### config.mk
export PLATFORM = sky130hd
export DESIGN_NAME = ddma_send_sched_flat
export DESIGN_NICKNAME = d
export VERILOG_FILES = /design/src/rtl/ddma_send_sched_if.sv /design/src/rtl/ddma_send_sched.sv /design/src/flat_wrapper.sv
export SDC_FILE = /design/constraint.sdc
export NUM_CORES = 1
export LEC_CHECK = 0
export BUFFER_PORTS_ARGS = -buffer_cell sky130_fd_sc_hd__buf_2
export CAP_MARGIN = 25
export CORE_MARGIN = 4
export CORE_UTILIZATION = 54
export CTS_BUF_LIST = sky130_fd_sc_hd__clkbuf_4
export DETAILED_ROUTE_END_ITERATION = 12
export GPL_ROUTABILITY_DRIVEN = 0
export PLACE_DENSITY = 0.82
export SYNTH_ARGS = -nofsm -noshare
export SYNTH_HDL_FRONTEND = slang
export SYNTH_SLANG_ARGS = --single-unit
### constraint.sdc
create_clock -name clock -period 8.3 [get_ports clock]
set_clock_uncertainty 0.05 [all_clocks]
set_input_delay 0.83 -clock clock [delete_from_list [all_inputs] [get_ports clock]]
set_output_delay 0.83 -clock clock [all_outputs]
set_load 0.005 [all_outputs]
### src/rtl/ddma_send_sched_if.sv
`default_nettype none
// ============================================================================
//  Module      : ddma_send_sched_if
//  Description : Bundle of the descriptor push port, the ddma send channel
//                and the CPU-visible status lines used by ddma_send_sched.
//                - slave  : the scheduler itself
//                - master : whatever drives it (CPU regs + ddma model)
//  Signals     : push_valid/ready/addr/size/dest, flush   (descriptor side)
//                send_addr/size/dest_out, send_cmd_out,
//                irq_send_in                              (ddma side)
//                level_out, done_count_out, irq_done_out,
//                irq_ack, err_out                         (status side)
//  Revision    : 1.0 - initial release
// ============================================================================
interface ddma_send_sched_if #(
    parameter int FLIT_WIDTH = 32,
    parameter int DEPTH      = 4
);
    localparam int c_LVL_W = $clog2(DEPTH + 1);

    logic                  push_valid;
    logic                  push_ready;
    logic [FLIT_WIDTH-1:0] push_addr;
    logic [FLIT_WIDTH-1:0] push_size;
    logic [FLIT_WIDTH-1:0] push_dest;
    logic                  flush;

    logic [FLIT_WIDTH-1:0] send_addr_out;
    logic [FLIT_WIDTH-1:0] send_size_out;
    logic [FLIT_WIDTH-1:0] send_dest_out;
    logic                  send_cmd_out;
    logic                  irq_send_in;

    logic [c_LVL_W-1:0]    level_out;
    logic [15:0]           done_count_out;
    logic                  irq_done_out;
    logic                  irq_ack;
    logic                  err_out;

    modport slave (
        input  push_valid, push_addr, push_size, push_dest, flush,
        input  irq_send_in, irq_ack,
        output push_ready,
        output send_addr_out, send_size_out, send_dest_out, send_cmd_out,
        output level_out, done_count_out, irq_done_out, err_out
    );

    modport master (
        output push_valid, push_addr, push_size, push_dest, flush,
        output irq_send_in, irq_ack,
        input  push_ready,
        input  send_addr_out, send_size_out, send_dest_out, send_cmd_out,
        input  level_out, done_count_out, irq_done_out, err_out
    );
endinterface
`default_nettype wire

### src/rtl/ddma_send_sched.sv
`default_nettype none
// ============================================================================
//  Module      : ddma_send_sched
//  Description : Descriptor FIFO and sequencer in front of the ddma send
//                channel. Queued descriptors are replayed one at a time:
//                load registers, raise cmd, wait for the send irq, drop cmd,
//                wait for the irq to clear. The CPU only sees a completion
//                counter, a sticky interrupt and the queue level.
//  Ports       : clock  - system clock
//                reset  - synchronous, active-low
//                bus    - ddma_send_sched_if.slave (push port, ddma send
//                         channel, status/interrupt lines)
//  Parameters  : FLIT_WIDTH      - word width of addr/size/dest
//                DEPTH           - FIFO entries (power of two, >= 2)
//                WATCHDOG_CYCLES - S_BUSY cycle limit (watchdog builds only)
//  Options     : define DDMAQ_WATCHDOG_EN to enable the S_BUSY watchdog;
//                without it err_out is tied low and S_BUSY waits forever.
//  Revision    : 1.0 - initial release
// ============================================================================
module ddma_send_sched #(
    parameter int FLIT_WIDTH      = 32,
    parameter int DEPTH           = 4,
    parameter int WATCHDOG_CYCLES = 65535
) (
    input  wire logic          clock,
    input  wire logic          reset,
    ddma_send_sched_if.slave   bus
);

    localparam int                 c_PTR_W = $clog2(DEPTH);
    localparam int                 c_LVL_W = $clog2(DEPTH + 1);
    localparam logic [c_LVL_W-1:0] c_FULL  = c_LVL_W'(DEPTH);

    // Reject configurations the pointer arithmetic cannot handle.
    generate
        if ((DEPTH < 2) || ((DEPTH & (DEPTH - 1)) != 0) ||
            (WATCHDOG_CYCLES < 1) || (WATCHDOG_CYCLES > 65535)) begin : g_bad_param
            $error("ddma_send_sched: DEPTH must be a power of two >= 2 and WATCHDOG_CYCLES in 1..65535");
        end
    endgenerate

    // ------------------------------------------------------------------------
    // State machine encoding
    // ------------------------------------------------------------------------
    typedef enum logic [1:0] {
        S_IDLE  = 2'd0,
        S_LOAD  = 2'd1,
        S_BUSY  = 2'd2,
        S_DRAIN = 2'd3
    } state_t;

    state_t r_state;
    state_t w_state_nxt;

    // ------------------------------------------------------------------------
    // Descriptor storage
    // ------------------------------------------------------------------------
    logic [FLIT_WIDTH-1:0] r_mem_addr [DEPTH];
    logic [FLIT_WIDTH-1:0] r_mem_size [DEPTH];
    logic [FLIT_WIDTH-1:0] r_mem_dest [DEPTH];

    logic [c_PTR_W-1:0]    r_head;
    logic [c_PTR_W-1:0]    r_tail;
    logic [c_LVL_W-1:0]    r_level;

    logic [FLIT_WIDTH-1:0] r_send_addr;
    logic [FLIT_WIDTH-1:0] r_send_size;
    logic [FLIT_WIDTH-1:0] r_send_dest;
    logic                  r_cmd;
    logic [15:0]           r_done_cnt;
    logic                  r_irq_done;

    logic                  w_push;
    logic                  w_empty;
    logic                  w_load;
    logic                  w_timeout;
    logic                  w_pop_ok;
    logic                  w_pop_wd;
    logic                  w_pop;
    logic                  w_keep;
    logic [c_LVL_W-1:0]    w_lvl_after_pop;
    logic [c_PTR_W-1:0]    w_head_nxt;

    assign bus.push_ready = (r_level != c_FULL) && !bus.flush;
    assign w_push         = bus.push_valid && bus.push_ready;
    assign w_empty        = (r_level == '0);

    // A normal completion has priority over a watchdog expiry in the same
    // cycle. Either way the in-flight head leaves the queue.
    assign w_pop_ok = (r_state == S_BUSY) && bus.irq_send_in;
    assign w_pop_wd = (r_state == S_BUSY) && !bus.irq_send_in && w_timeout;
    assign w_pop    = w_pop_ok || w_pop_wd;

    assign w_lvl_after_pop = r_level - c_LVL_W'(w_pop);
    assign w_head_nxt      = r_head + c_PTR_W'(w_pop);

    // Outside S_IDLE a flush spares the entry at the head of the queue
    // (the one in flight, or the next one while draining), if any remain.
    assign w_keep = (r_state != S_IDLE) && (w_lvl_after_pop != '0);

    // ------------------------------------------------------------------------
    // FSM: state register
    // ------------------------------------------------------------------------
    always_ff @(posedge clock) begin
        if (!reset) begin
            r_state <= S_IDLE;
        end else begin
            r_state <= w_state_nxt;
        end
    end

    // ------------------------------------------------------------------------
    // FSM: next state
    // ------------------------------------------------------------------------
    always_comb begin
        w_state_nxt = r_state;
        w_load      = 1'b0;
        case (r_state)
            S_IDLE: begin
                // A flush in S_IDLE empties the whole queue, so dispatch is
                // held off for that cycle rather than launching a dead entry.
                if (!w_empty && !bus.irq_send_in && !bus.flush) begin
                    w_state_nxt = S_LOAD;
                    w_load      = 1'b1;
                end
            end
            S_LOAD: begin
                w_state_nxt = S_BUSY;
            end
            S_BUSY: begin
                if (w_pop) begin
                    w_state_nxt = S_DRAIN;
                end
            end
            S_DRAIN: begin
                if (!bus.irq_send_in) begin
                    w_state_nxt = S_IDLE;
                end
            end
            default: begin
                w_state_nxt = S_IDLE;
            end
        endcase
    end

    // ------------------------------------------------------------------------
    // FIFO pointers and level
    // ------------------------------------------------------------------------
    always_ff @(posedge clock) begin
        if (!reset) begin
            r_head  <= '0;
            r_tail  <= '0;
            r_level <= '0;
        end else begin
            r_head <= w_head_nxt;
            if (bus.flush) begin
                // push_ready is low during a flush, so no push competes here.
                r_tail  <= w_head_nxt + c_PTR_W'(w_keep);
                r_level <= c_LVL_W'(w_keep);
            end else begin
                r_tail  <= r_tail + c_PTR_W'(w_push);
                r_level <= w_lvl_after_pop + c_LVL_W'(w_push);
            end
        end
    end

    // Storage needs no reset: an entry is only read after being written.
    always_ff @(posedge clock) begin
        if (w_push) begin
            r_mem_addr[r_tail] <= bus.push_addr;
            r_mem_size[r_tail] <= bus.push_size;
            r_mem_dest[r_tail] <= bus.push_dest;
        end
    end

    // ------------------------------------------------------------------------
    // ddma send registers. They change only on S_IDLE->S_LOAD, so they are
    // stable for the whole time cmd is high.
    // ------------------------------------------------------------------------
    always_ff @(posedge clock) begin
        if (!reset) begin
            r_send_addr <= '0;
            r_send_size <= '0;
            r_send_dest <= '0;
            r_cmd       <= 1'b0;
        end else begin
            if (w_load) begin
                r_send_addr <= r_mem_addr[r_head];
                r_send_size <= r_mem_size[r_head];
                r_send_dest <= r_mem_dest[r_head];
            end
            r_cmd <= (w_state_nxt == S_BUSY);
        end
    end

    // ------------------------------------------------------------------------
    // Completion counter and sticky interrupt (set beats ack)
    // ------------------------------------------------------------------------
    always_ff @(posedge clock) begin
        if (!reset) begin
            r_done_cnt <= '0;
            r_irq_done <= 1'b0;
        end else begin
            if (w_pop_ok) begin
                r_done_cnt <= r_done_cnt + 16'd1;
            end
            if (w_pop_ok) begin
                r_irq_done <= 1'b1;
            end else if (bus.irq_ack) begin
                r_irq_done <= 1'b0;
            end
        end
    end

    // ------------------------------------------------------------------------
    // Optional S_BUSY watchdog
    // ------------------------------------------------------------------------
`ifdef DDMAQ_WATCHDOG_EN
    localparam logic [15:0] c_WD_LAST = 16'(WATCHDOG_CYCLES - 1);

    logic [15:0] r_wd_cnt;
    logic        r_err;

    // The counter holds the number of S_BUSY cycles already completed, so
    // expiry fires during the WATCHDOG_CYCLES-th cycle of S_BUSY.
    assign w_timeout = (r_wd_cnt == c_WD_LAST);

    always_ff @(posedge clock) begin
        if (!reset) begin
            r_wd_cnt <= '0;
            r_err    <= 1'b0;
        end else begin
            if (r_state == S_LOAD) begin
                r_wd_cnt <= '0;
            end else if (r_state == S_BUSY) begin
                r_wd_cnt <= r_wd_cnt + 16'd1;
            end
            if (w_pop_wd) begin
                r_err <= 1'b1;
            end
        end
    end

    assign bus.err_out = r_err;
`else
    assign w_timeout   = 1'b0;
    assign bus.err_out = 1'b0;
`endif

    // ------------------------------------------------------------------------
    // Output mapping
    // ------------------------------------------------------------------------
    assign bus.send_addr_out  = r_send_addr;
    assign bus.send_size_out  = r_send_size;
    assign bus.send_dest_out  = r_send_dest;
    assign bus.send_cmd_out   = r_cmd;
    assign bus.level_out      = r_level;
    assign bus.done_count_out = r_done_cnt;
    assign bus.irq_done_out   = r_irq_done;

endmodule
`default_nettype wire

### src/flat_wrapper.sv
// flat-port wrapper written by rule: the top's interface ports become plain ports
module ddma_send_sched_flat 
#(
    parameter int FLIT_WIDTH      = 32,
    parameter int DEPTH           = 4,
    parameter int WATCHDOG_CYCLES = 65535
)
  (clock, reset, bus_push_valid, bus_push_addr, bus_push_size, bus_push_dest, bus_flush, bus_irq_send_in, bus_irq_ack, bus_push_ready, bus_send_addr_out, bus_send_size_out, bus_send_dest_out, bus_send_cmd_out, bus_level_out, bus_done_count_out, bus_irq_done_out, bus_err_out);
  ddma_send_sched_if #(.FLIT_WIDTH(FLIT_WIDTH), .DEPTH(DEPTH)) bus_i ();
  input  wire logic clock;
  input  wire logic reset;
  input wire logic [$bits(bus_i.push_valid)-1:0] bus_push_valid;
  input wire logic [$bits(bus_i.push_addr)-1:0] bus_push_addr;
  input wire logic [$bits(bus_i.push_size)-1:0] bus_push_size;
  input wire logic [$bits(bus_i.push_dest)-1:0] bus_push_dest;
  input wire logic [$bits(bus_i.flush)-1:0] bus_flush;
  input wire logic [$bits(bus_i.irq_send_in)-1:0] bus_irq_send_in;
  input wire logic [$bits(bus_i.irq_ack)-1:0] bus_irq_ack;
  output wire logic [$bits(bus_i.push_ready)-1:0] bus_push_ready;
  output wire logic [$bits(bus_i.send_addr_out)-1:0] bus_send_addr_out;
  output wire logic [$bits(bus_i.send_size_out)-1:0] bus_send_size_out;
  output wire logic [$bits(bus_i.send_dest_out)-1:0] bus_send_dest_out;
  output wire logic [$bits(bus_i.send_cmd_out)-1:0] bus_send_cmd_out;
  output wire logic [$bits(bus_i.level_out)-1:0] bus_level_out;
  output wire logic [$bits(bus_i.done_count_out)-1:0] bus_done_count_out;
  output wire logic [$bits(bus_i.irq_done_out)-1:0] bus_irq_done_out;
  output wire logic [$bits(bus_i.err_out)-1:0] bus_err_out;
  assign bus_i.push_valid = bus_push_valid;
  assign bus_i.push_addr = bus_push_addr;
  assign bus_i.push_size = bus_push_size;
  assign bus_i.push_dest = bus_push_dest;
  assign bus_i.flush = bus_flush;
  assign bus_i.irq_send_in = bus_irq_send_in;
  assign bus_i.irq_ack = bus_irq_ack;
  assign bus_push_ready = bus_i.push_ready;
  assign bus_send_addr_out = bus_i.send_addr_out;
  assign bus_send_size_out = bus_i.send_size_out;
  assign bus_send_dest_out = bus_i.send_dest_out;
  assign bus_send_cmd_out = bus_i.send_cmd_out;
  assign bus_level_out = bus_i.level_out;
  assign bus_done_count_out = bus_i.done_count_out;
  assign bus_irq_done_out = bus_i.irq_done_out;
  assign bus_err_out = bus_i.err_out;
  ddma_send_sched #(.FLIT_WIDTH(FLIT_WIDTH), .DEPTH(DEPTH), .WATCHDOG_CYCLES(WATCHDOG_CYCLES)) u_core (.clock(clock), .reset(reset), .bus(bus_i));
endmodule
## Yosys cells after proc, flatten, opt, wreduce, memory -nomap -nowiden

Memory sizes are Yosys's and may differ from the RTL's. A register that Yosys moved wholly into a read port is not among the register bits.
Cells that the tools add are included.

- Add/sub/neg operators: 6
- Reduce and logical (&&, ||, !) cells: 18
- Bitwise logic cells: 1
- Multiplexer cells: 12
- Eq/ne operators: 5

Operator list:

| cell | number |
|---|---|
| 16-bit by 1-bit adder with 16-bit output, second input constant | 1 |
| 2-bit two-way mux | 4 |
| 2-bit case mux with 4 select lines | 1 |
| 1-bit two-way mux | 7 |
| 2-bit by 1-bit adder with 2-bit output | 3 |
| 2-bit equality test, second input constant | 3 |
| 1-bit logical AND | 6 |
| 1-bit zero test | 6 |
| 2-bit nonzero test | 2 |
| 3-bit by 1-bit adder with 3-bit output | 1 |
| 3-bit zero test | 1 |
| 3-bit inequality test, second input constant | 1 |
| 3-bit nonzero test | 1 |
| 3-bit by 1-bit subtractor with 3-bit output | 1 |
| 2-bit by 1-bit equality test with 1-bit output, second input constant | 1 |
| 2-bit zero test | 1 |
| 2-bit OR reduction | 1 |
| 1-bit NOT | 1 |

- Memory bits (writable): 384
- Input port bits: 102
- Register bits after elaboration: 27
- Memories kept: 3
- Logic and storage cells: 53
- Output and inout bits: 119

Memories:

| memory | words | bits a word | read ports | clocked after memory_dff | wr ports | line | text |
|---|---|---|---|---|---|---|---|
| u_core.r_mem_addr | 4 | 32 | 1 | 1 | 1 | ddma_send_sched.sv:58 | `logic [FLIT_WIDTH-1:0] r_mem_addr [DEPTH];` |
| u_core.r_mem_dest | 4 | 32 | 1 | 1 | 1 | ddma_send_sched.sv:60 | `logic [FLIT_WIDTH-1:0] r_mem_dest [DEPTH];` |
| u_core.r_mem_size | 4 | 32 | 1 | 1 | 1 | ddma_send_sched.sv:59 | `logic [FLIT_WIDTH-1:0] r_mem_size [DEPTH];` |

## Longest topological paths before layout

- Word-level depth: 7
- Mapped depth: 10
- Gate-level depth less buffers: 9

## Worst setup path after synthesis

OpenSTA, ideal clock, no wires.

- Path type: input-to-reg
- Start point: input port bus_flush
- End point: memory u_core.r_mem_addr[2][0], enable pin
- Arrival: 8.345 ns
- Slack: -0.784 ns
- Path buffers: 1
- Library setup time: 0.688 ns
- Cell stages on the path: 4
- Data required time: 7.562 ns
- Path through: buf_2 > a31oi_1 > nand2_1 > nor3b_1

- Longest elaborated chain between the ends: 5

Ends and longest elaborated chain:

| what | line | text |
|---|---|---|
| start: declaration | flat_wrapper.sv:16 | `input wire logic [$bits(bus_i.flush)-1:0] bus_flush;` |
| 1-bit zero test | ddma_send_sched.sv:84 | `assign bus.push_ready = (r_level != c_FULL) && !bus.flush;` |
| 1-bit logical AND | ddma_send_sched.sv:84 |  |
| named net bus_push_ready | flat_wrapper.sv:19 | `output wire logic [$bits(bus_i.push_ready)-1:0] bus_push_ready;` |
| 1-bit logical AND | ddma_send_sched.sv:85 | `assign w_push = bus.push_valid && bus.push_ready;` |
| 1-bit two-way mux | ddma_send_sched.sv:169 | `if (w_push) begin` |
| 1-bit two-way mux (implied by the code) | ddma_send_sched.sv:170 | `r_mem_addr[r_tail] <= bus.push_addr;` |
| end: declaration | ddma_send_sched.sv:58 |  |

The timed path passes the listed nets, and every way through them passes these cells.

## Worst setup path in the final report

- Start point: register u_core.r_level[0], in the netlist u_core.bus.level_out[0]
- End point: memory u_core.r_mem_dest[3][18], enable pin

- Longest elaborated chain between the ends: 5

Ends and longest elaborated chain:

| what | line | text |
|---|---|---|
| start: declaration | ddma_send_sched.sv:64 | `logic [c_LVL_W-1:0] r_level;` |
| start signal: assignment | ddma_send_sched.sv:159 | `r_level <= c_LVL_W'(w_keep);` |
| start signal: assignment | ddma_send_sched.sv:162 | `r_level <= w_lvl_after_pop + c_LVL_W'(w_push);` |
| 3-bit inequality test | ddma_send_sched.sv:84 |  |
| 1-bit logical AND | ddma_send_sched.sv:84 |  |
| 1-bit logical AND | ddma_send_sched.sv:85 |  |
| 1-bit two-way mux | ddma_send_sched.sv:169 |  |
| 1-bit two-way mux (implied by the code) | ddma_send_sched.sv:172 | `r_mem_dest[r_tail] <= bus.push_dest;` |
| end: declaration | ddma_send_sched.sv:60 |  |

Every way passes these cells.

==> impl_metrics.tcl <==
set metrics [dict create \
    rows 67 \
    p_comb_frac 0.030 \
    die_y_um 193 \
    slowest_stage "buf_4" \
    postCtsSetupBuffers 0 \
    routed_wl_mm 37.9 \
    cp_max_fo 61 \
    rr_startpoint "u_core.bus.level_out[0]" \
    ff2ff_path_depth 6 \
    clkTransAtPathRegs_ps 70 \
    routedWlPerCell_um 19.8 \
    sequentialPowerShare 0.562 \
    switchingPower_mw 1.02 \
    crit_path_start_kind "flop" \
    internal_power_mw 3.94 \
    r2r_end "u_core.r_mem_dest[3][18]" \
    crit_chain "inv_1 > a31oi_1 > nand2_1 > inv_1 > and3_4 > buf_4" \
    relSlewSlack 0.356 \
    slew_violations 0 \
    drtAntennaViolNets 0 \
    maxCapViolCount 0 \
    drive_gt1_frac 0.367 \
    die_x_um 193 \
    clock_sinks 507 \
    status "finished clean" \
    vias 10354 \
    worstHoldEndpoint "u_core.r_mem_addr[3][10]" \
    grt_pass1_vias 10914 \
    cts_buffers 117 \
    netlist.area_leader.share 0.626 \
    arrival_ps 3350 \
    ctsHtreeMaxLevel 3 \
    clockRootBuffer "clkbuf_4" \
    synth_common_cells "384 x edfxtp_1, 199 x nand2_1, 123 x dfxtp_1, 107 x a21oi_1, 96 x mux4_2" \
    grt_pass1_wl_mm 58.7 \
    crit_path_end_kind "flop" \
    criticalPathCategory "flop to flop" \
    design.core.area_sq_um 33600 \
    drtIter0Drc 684 \
    crit_path_frequent_cell "inv_1" \
    syn_area_sq_um 18400 \
    ys_ff_latch 507 \
    post-route-period-util 0.364 \
    slowest_delay_ps 780 \
    drc 0 \
    postPlaceCellArea_sq_um 19900 \
    switching_share 0.206 \
    io_buffer_count 219 \
    ir_worst_vdd_mv 0.212 \
    grt_antenna_before_repair 10 \
    setup_viol 0 \
    p_leak_nw 7.56 \
    p_per_area_nw_per_um2 230 \
    fin_crit_ps 3020 \
    rsz0062_at_grt "no" \
    synth-edff-count 384 \
    grt_use_total 0.207 \
    grt_max_degree 89 \
    postCtsResizedCells 0 \
    yosysMostFrequentCell "edfxtp_1" \
    hp-start "bus_push_addr[10]" \
    synthToLayoutAreaGrowth_pct 17.2 \
    postCtsHoldBufs 0 \
    syn_inst 1069 \
    synth_area_leader_cell "edfxtp_1" \
    yosysSeqAreaShare 0.760 \
    async_reset_ff_frac 0 \
    start_util 0.548 \
    hpwl_mm 21.9 \
    synthDistinctLibCells 34 \
    vias_per_cell 5.41 \
    dr.pass1.iters 5 \
    worst_slew_pin_slew_ps 966 \
    holdPathStages 1 \
    cts_tree "built" \
    synth_area_leaders "edfxtp_1 63%, dfxtp_1 13%, mux4_2 12%" \
    insertion_delay_ps 770 \
    io_pins 221 \
    cp.required_ps 8630 \
    pwr-share-clk 0.408 \
    synthFlopType "edfxtp_1" \
    clk_path_buf_depth 3 \
    die_area_sq_um 37100 \
    avgSynthCellArea_sq_um 17.2 \
    r2r_setup_slack_ps 5280 \
    hold_class "input port to flop" \
    synth_warnings 0 \
    final-hold-violation-count 0 \
    fin_area_sq_um 21600 \
    gr-total-overflow 0 \
    synth_nets 1178 \
    max_freq_mhz 331 \
    p_total_mw 4.96 \
    nNetsFinal 1471 \
]
cell families (layout without fill, tap and decap cells):
kind of cell	count (synthesis)	count (layout)	share of synthesized area
mux	99	99	0.119
xor+xnor	13	13	0.00618
other cells	1	5	0.000204
fa+ha+maj	7	7	0.00476
buf+inv	71	465	0.0192
flops	507	507	0.760
simple gates	252	252	0.0572
compound gates	119	119	0.0332
placed cells by master, fill, tap and decap left out, types with 9 or more instances in the layout:
| cell type | netlist | layout |
|---|---|---|
| dfxtp_1 | 123 | 121 |
| nand2_1 | 199 | 199 |
| nor2_1 | 16 | 16 |
| buf_4 | 6 | 14 |
| mux4_2 | 96 | 96 |
| a21oi_1 | 107 | 107 |
| clkbuf_4 | 0 | 185 |
| buf_2 | 22 | 219 |
| edfxtp_1 | 384 | 384 |
| xor2_1 | 11 | 11 |
| clkinv_1 | 0 | 24 |
| inv_1 | 10 | 9 |
metal layers:
metal,vias to the layer above,wire [um],global-route usage
met2,315,19300,0.341
met4,12,701,0.0823
li1,4752,-,-
met5,-,89,0
met1,5211,15300,0.262
met3,64,2500,0.0582
stage by stage:
| stage | hold WS [ps] | cells | setup TNS (ps) | utilization | worst slack, ps |
|---|---|---|---|---|---|
| finish | 207 | 1915 | 0 | 0.642 | 5280 |
| global route | 127 | 1915 | 0 | 0.642 | 5050 |
| CTS | 109 | 1909 | 0 | 0.640 | 5240 |
| detailed placement | 394 | 1689 | 0 | 0.592 | 4800 |
| global placement | 390 | 1689 | 0 | 0.592 | 4890 |
| floorplan | 403 | 1069 | -173010 | - | -784 |
power by group through the flow:
stage / combinational [mW] / sequential [mW] / clock, mW
floorplan: 0.0738 / 2.85 / 0
global placement: 0.143 / 2.84 / 0
detailed placement: 0.148 / 2.84 / 0
CTS: 0.149 / 2.79 / 2.08
global route: 0.164 / 2.79 / 2.24
finish: 0.149 / 2.79 / 2.03
registers in the layout, indices dropped and copies added (netlist names):
register	flops
u_core.bus.send_cmd_out	1
u_core.r_tail	2
u_core.bus.send_addr_out	32
u_core.bus.irq_done_out	1
u_core.r_head	2
u_core.r_mem_size	128
u_core.r_state	2
u_core.bus.level_out	3
u_core.bus.send_size_out	32
u_core.r_mem_addr	128
u_core.r_mem_dest	128
u_core.bus.send_dest_out	32
u_core.bus.done_count_out	16
worst max-delay path, delay by kind of cell, from the launching register on:
| kind | cells | cell delay [ps] |
|---|---|---|
| AO/OA/AOI/OAI | 1 | 220 |
| buffers and inverters | 3 | 1040 |
| AND/OR/NAND/NOR | 2 | 780 |
| flip-flops | 1 | 440 |
cell type report:
type,instances,area (sq um)
fillers,2455,12000
diodes,4,10.0
repair buffers,235,1260
flip-flops and latches,507,14000
clock buffers,185,1390
well taps,448,561
multi-input cells,491,4090
clock inverters,35,221
inverters,10,40.0
worst max path at each step:
stage	end	from	cells past startpoint
6_report	u_core.r_mem_dest[3][18]	u_core.bus.level_out[0]	6
3_3_place_gp	u_core.r_mem_dest[3][18]	bus_flush	6
4_1_cts	u_core.r_mem_size[3][10]	u_core.bus.level_out[0]	6
2_1_floorplan	u_core.r_mem_addr[2][0]	bus_flush	4
5_1_grt	u_core.r_mem_dest[3][18]	u_core.bus.level_out[0]	6
3_5_place_dp	u_core.r_mem_dest[3][18]	bus_flush	6
Power figures use the tool's default switching activity.
